===== config.mk =====
export PLATFORM = sky130hd
export DESIGN_NAME = llki_pp_responder
export DESIGN_NICKNAME = d
export VERILOG_FILES = /design/src/rtl/llki_pp_responder.sv
export SDC_FILE = /design/constraint.sdc
export NUM_CORES = 1
export LEC_CHECK = 0
export CORE_ASPECT_RATIO = 1.75
export CORE_MARGIN = 1.5
export CORE_UTILIZATION = 46
export CTS_BUF_LIST = sky130_fd_sc_hd__clkbuf_4 sky130_fd_sc_hd__clkbuf_8
export CTS_CLUSTER_DIAMETER = 30
export CTS_CLUSTER_SIZE = 10
export DETAILED_ROUTE_END_ITERATION = 7
export HOLD_SLACK_MARGIN = 0.02
export PLACE_DENSITY = 0.83
export REMOVE_ABC_BUFFERS = 1
export SYNTH_ARGS = -nofsm -noshare
export SYNTH_HDL_FRONTEND = slang
export SYNTH_SLANG_ARGS = --single-unit
export TNS_END_PERCENT = 30

===== constraint.sdc =====
create_clock -name clk -period 3.53 [get_ports clk]
set_input_delay 0.706 -clock clk [delete_from_list [all_inputs] [get_ports clk]]
set_output_delay 0.706 -clock clk [all_outputs]
set_load 0.05 [all_outputs]

===== src/rtl/llki_pp_responder.sv =====
// LLKI protocol-processor responder.
// Accepts LLKI-KL messages through a two-register interface (control/status
// and send/receive), forwards key words to the TSS over a valid/ready
// handshake, drives key-clear requests, and posts a one-word response that
// software collects by reading the send/receive register.
module llki_pp_responder #(
  parameter logic [31:0] CTRLSTS_ADDR  = 32'h7000_8000,
  parameter logic [31:0] SENDRECV_ADDR = 32'h7000_8008
) (
  input  logic        clk,
  input  logic        rst,
  input  logic [31:0] reg_addr,
  input  logic        reg_wr_en,
  input  logic [63:0] reg_wr_data,
  input  logic        reg_rd_en,
  output logic [63:0] reg_rd_data,
  output logic [63:0] llkid_key_data,
  output logic        llkid_key_valid,
  input  logic        llkid_key_ready,
  input  logic        llkid_key_complete,
  output logic        llkid_clear_key,
  input  logic        llkid_clear_key_ack
);

  typedef enum logic [2:0] {
    IDLE           = 3'd0,
    MESSAGE_CHECK  = 3'd1,
    LOAD_KEY_WORDS = 3'd2,
    CLEAR_KEY      = 3'd3,
    RESPONSE       = 3'd4
  } state_t;

  localparam logic [7:0] ID_LOAD_KEY    = 8'h07;
  localparam logic [7:0] ID_CLEAR_KEY   = 8'h08;
  localparam logic [7:0] ID_KEY_STATUS  = 8'h09;
  localparam logic [7:0] ID_ERROR       = 8'h06;
  localparam logic [7:0] ID_LOAD_ACK    = 8'h0A;
  localparam logic [7:0] ID_CLEAR_ACK   = 8'h0B;
  localparam logic [7:0] ID_STATUS_RESP = 8'h0C;

  state_t      state_r;
  logic [7:0]  msg_id_r;
  logic [7:0]  msg_len_r;
  logic [7:0]  remaining_r;
  logic [7:0]  resp_id_r;
  logic [7:0]  resp_status_r;
  logic [63:0] resp_word_r;
  logic        resp_waiting_r;
  logic        ready_for_key_s;
  logic        sr_wr_s;
  logic        sr_rd_s;

  assign sr_wr_s = reg_wr_en && (reg_addr == SENDRECV_ADDR);
  assign sr_rd_s = reg_rd_en && (reg_addr == SENDRECV_ADDR);

  // Host may write the next word when idle or when no key word is outstanding
  always_comb begin
    ready_for_key_s = 1'b0;
    if (state_r == IDLE) begin
      ready_for_key_s = 1'b1;
    end else if (state_r == LOAD_KEY_WORDS) begin
      ready_for_key_s = !llkid_key_valid;
    end else begin
      ready_for_key_s = 1'b0;
    end
  end

  // Message FSM: header decode, key forwarding, key clear and response posting
  always_ff @(posedge clk) begin
    if (rst) begin
      state_r         <= IDLE;
      msg_id_r        <= 8'h00;
      msg_len_r       <= 8'h00;
      remaining_r     <= 8'h00;
      resp_id_r       <= 8'h00;
      resp_status_r   <= 8'h00;
      resp_word_r     <= 64'h0;
      resp_waiting_r  <= 1'b0;
      llkid_key_data  <= 64'h0;
      llkid_key_valid <= 1'b0;
      llkid_clear_key <= 1'b0;
    end else begin
      // Collecting the response consumes it; a new response below takes priority
      if (sr_rd_s) begin
        resp_waiting_r <= 1'b0;
      end
      case (state_r)
        IDLE: begin
          if (sr_wr_s) begin
            msg_id_r       <= reg_wr_data[7:0];
            msg_len_r      <= reg_wr_data[23:16];
            resp_waiting_r <= 1'b0;
            state_r        <= MESSAGE_CHECK;
          end
        end
        MESSAGE_CHECK: begin
          // Illegal length on a known ID is reported as 0x27 by default
          resp_id_r     <= ID_ERROR;
          resp_status_r <= 8'h27;
          state_r       <= RESPONSE;
          case (msg_id_r)
            ID_LOAD_KEY: begin
              if (msg_len_r >= 8'd2) begin
                remaining_r <= msg_len_r - 8'd1;
                state_r     <= LOAD_KEY_WORDS;
              end
            end
            ID_CLEAR_KEY: begin
              if (msg_len_r == 8'd1) begin
                llkid_clear_key <= 1'b1;
                state_r         <= CLEAR_KEY;
              end
            end
            ID_KEY_STATUS: begin
              if (msg_len_r == 8'd1) begin
                resp_id_r     <= ID_STATUS_RESP;
                resp_status_r <= llkid_key_complete ? 8'h01 : 8'h02;
              end
            end
            default: begin
              resp_status_r <= 8'h26;
            end
          endcase
        end
        LOAD_KEY_WORDS: begin
          if (llkid_key_valid) begin
            if (sr_wr_s) begin
              // Host wrote ahead of the TSS: drop the word, report loss of sync
              llkid_key_valid <= 1'b0;
              resp_id_r       <= ID_ERROR;
              resp_status_r   <= 8'h30;
              state_r         <= RESPONSE;
            end else if (llkid_key_ready) begin
              llkid_key_valid <= 1'b0;
              remaining_r     <= remaining_r - 8'd1;
              if (remaining_r == 8'd1) begin
                resp_id_r     <= ID_LOAD_ACK;
                resp_status_r <= 8'h00;
                state_r       <= RESPONSE;
              end
            end
          end else if (sr_wr_s) begin
            llkid_key_data  <= reg_wr_data;
            llkid_key_valid <= 1'b1;
          end
        end
        CLEAR_KEY: begin
          if (llkid_clear_key_ack) begin
            llkid_clear_key <= 1'b0;
            resp_id_r       <= ID_CLEAR_ACK;
            resp_status_r   <= 8'h00;
            state_r         <= RESPONSE;
          end
        end
        RESPONSE: begin
          resp_word_r    <= {40'h0, 8'h01, resp_status_r, resp_id_r};
          resp_waiting_r <= 1'b1;
          state_r        <= IDLE;
        end
        default: begin
          state_r <= IDLE;
        end
      endcase
    end
  end

  // Registered read port; holds its value between read strobes
  always_ff @(posedge clk) begin
    if (rst) begin
      reg_rd_data <= 64'h0;
    end else if (reg_rd_en) begin
      if (reg_addr == CTRLSTS_ADDR) begin
        reg_rd_data <= {62'h0, ready_for_key_s, resp_waiting_r};
      end else if (reg_addr == SENDRECV_ADDR) begin
        reg_rd_data <= resp_waiting_r ? resp_word_r : 64'h0;
      end else begin
        reg_rd_data <= 64'h0;
      end
    end
  end

endmodule


==> run metrics <==
status completed; Synth area leader dfxtp_1; FILL cells 990; CORE AREA 11900 µm²; Max stage delay on crit path 0.75 ns; commonest register cell after synthesis dfxtp_1; initial DRC count 240; Final Skew 0.0192 ns; asr flop ratio synth 0%; Die Span Y 149 µm; clk sinks 123; DRT Wirelength 13600 µm; Post-Synth Simple-Gate Area 23.4%; most frequent cell after synthesis nand2_1; mapped cell area 5620 µm²; Worst-Skew Late Latency 0.43 ns; port buffer count 178; CP max stage cell a32oi_1; Power Density 388 nW/µm²; post-cts hold buffer count 0; register bit count reported by yosys 123; setup TNS 0 ns; Die ar. 12900 µm²; CP Cell Sequence inv_1 -> ha_1 -> nor4_1 -> a211oi_2 -> a32oi_1 -> or2_4 -> o221a_1; Leakage 0.00274 µW; worst slew pin tran 0.969 ns; post-DP HPWL 9960 µm; max_cap viols 0; RSZ-0062 raised after global routing no; clock buffer count from CTS 17; row count 53; CTS H-Tree Depth 4; wire per inst 13.9 µm; share of post-route cells with drive strength above 1 7.59%; maximum clock frequency 393 MHz; Reg area 2460 µm²; Final Util 64.5%; final cycle utilization of the critical path 72.1%; largest net degree at the start of global routing 70; Min Hold Slack 0.453 ns; final setup fails 0; Die W 86.6 µm; Reg clk slew, reported paths 0.08 ns; ranking of synthesized cells by area dfxtp_1, nand2_1, a21oi_1; xor and xnor area share after synthesis 0.623%; post-route ant nets 0; slew margin rel. 35.4%; gr usage total 21.8%; Worst setup SP type flop; Worst Path Buf+Inv 1; CP endpoint kind flop; main combinational cell family by area after synthesis simple AND/OR/NAND/NOR gates; critical path type reg -> reg; area delta synth->final 36.9%; I/O pin count 233; post-synthesis compound-gate area fraction 16.8%; via count of the first global-routing pass 4698; switch share 26.4%; gp weighted congestion 0.881; clock tree buffer depth 2; drt via density 5.13; Net Sw Power 788 µW; Hold Path Class reg -> reg; Avg Cell Area, Syn 8.49 µm²; Via Count 5023; top-area cell type share of the netlist area 43.8%; postcts setup bufs 0; post-synthesis sequential area ratio 43.8%; initial antenna violation count 0; first-pass GRT wire length 22300 µm; Req. time, crit path 3.89 ns; Mapped Cells 662; CP Data Arrival Time 2.91 ns; P_int 2200 µW; Post-Synth Adder-Cell Area 1.11%; synth cell count leaders nand2_1, dfxtp_1, a21oi_1; multi-input logic area 2730 µm²; critical path fanouts, max 12; Clock Power Share 44.0%; Post-DP Area 7270 µm²; Initial Utilization 47.1%; DRC 0; Top delay family on crit path compound AO/OA/AOI/OAI gates; cts repair resizes 0; root buf cell clkbuf_8; Hold Vio Cnt, Final 0; Post-Layout Inst Area 7690 µm²; total grt overflow 0; number of detailed-route iterations in the first pass 4; Synthesis Warnings 0; Reg power frac 46.4%; min Tclk post-route 2.55 ns; combinational share of power 9.6%; post-synthesis mux area share 3.03%; final net count 938; EDFF count, synth 0; count of cell types in the netlist 67; max-slew violation count 0; Worst VDD drop 0.295 mV; flop-to-flop setup slack 0.98 ns; n_diodes 0; TritonCTS clock tree done
[power by group through the flow]
| stage | sequential, µW | combinational (µW) | clock (µW) |
|---|---|---|---|
| 2_1_floorplan | 1420 | 138 | 0 |
| 3_3_place_gp | 1420 | 286 | 0 |
| 3_5_place_dp | 1420 | 286 | 0 |
| 4_1_cts | 1390 | 287 | 1340 |
| 5_1_grt | 1390 | 302 | 1410 |
| 6_report | 1390 | 287 | 1310 |
[through the flow]
stage / cells / power (µW) / setup slack [ns]
finish: 980 / 2990 / 0.984
global route: 980 / 3100 / 0.750
CTS: 980 / 3010 / 0.991
detailed placement: 948 / 1700 / 0.625
global placement: 948 / 1700 / 0.689
floorplan: 624 / 1560 / 0.387
[state kept, by name, indices dropped and copies added (netlist names)]
name             flops
llkid_key_data      64
state_r              3
resp_word_r         10
llkid_clear_key      1
msg_len_r            8
llkid_key_valid      1
reg_rd_data         10
msg_id_r             8
remaining_r          8
resp_status_r        5
resp_id_r            4
resp_waiting_r       1
[layout by cell type (no fill, tap or decap), types with 3 or more instances in the layout]
master / instances
a21oi_1: 91
a22o_1: 8
a31oi_1: 6
and2_1: 3
buf_4: 9
clkbuf_8: 20
clkdlybuf4s50_1: 177
conb_1: 54
dfxtp_1: 123
ha_1: 5
inv_1: 12
inv_6: 6
mux2i_1: 17
nand2_1: 157
nand2b_1: 4
nand3_1: 4
nor2_1: 34
nor2b_1: 3
nor3_1: 4
nor3b_1: 3
nor4_1: 6
nor4_2: 3
nor4_4: 3
nor4b_4: 4
o21a_1: 3
o21ai_0: 12
o311ai_0: 4
o31ai_1: 6
or3_1: 5
xor2_1: 3
[worst register-to-register path, stage by stage (launching register included)]
cell and delay [ns]:
dfxtp_1 0.47, inv_1 0.10, ha_1 0.20, nor4_1 0.30, a211oi_2 0.17, a32oi_1 0.75
or2_4 0.29, o221a_1 0.19
[area by class of cell]
type,instances,share of cell area (%)
Clock buffer,20,3.58
Tap cell,137,2.23
Inverter,12,0.585
Sequential cell,123,32.0
Timing Repair Buffer,187,24.2
Clock inverter,12,1.93
Multi-Input combinational cell,489,35.5
[metal layers]
| metal | routed length (µm) | up-vias | track usage (%) |
|---|---|---|---|
| li1 | - | 2510 | - |
| met2 | 7470 | 165 | 39.5 |
| met5 | 0 | - | 0 |
| met3 | 853 | 20 | 7.36 |
| met1 | 5110 | 2328 | 23.4 |
| met4 | 199 | 0 | 6.85 |
[kinds of logic (layout without fill, tap and decap cells)]
kind of cell / count (synthesis) / after routing
adders and majority gates: 5 / 5
xor gates and xnor gates: 4 / 4
buffers and inverters: 103 / 231
and+or+nand+nor: 255 / 255
AOI/OAI and AO/OA: 154 / 154
DFF: 123 / 123
muxes: 17 / 17
other: 1 / 54
[path summary, 6_finish.rpt]
kind / start / endpoint / depth (start not counted)
setup / recovery: msg_len_r[0] / remaining_r[0] / 7
hold / removal: resp_status_r[2] / resp_word_r[10] / 2
setup reg to reg: msg_len_r[0] / remaining_r[0] / 7
hold reg to reg: resp_status_r[2] / resp_word_r[10] / 2
(Power assumes the default switching activity.)
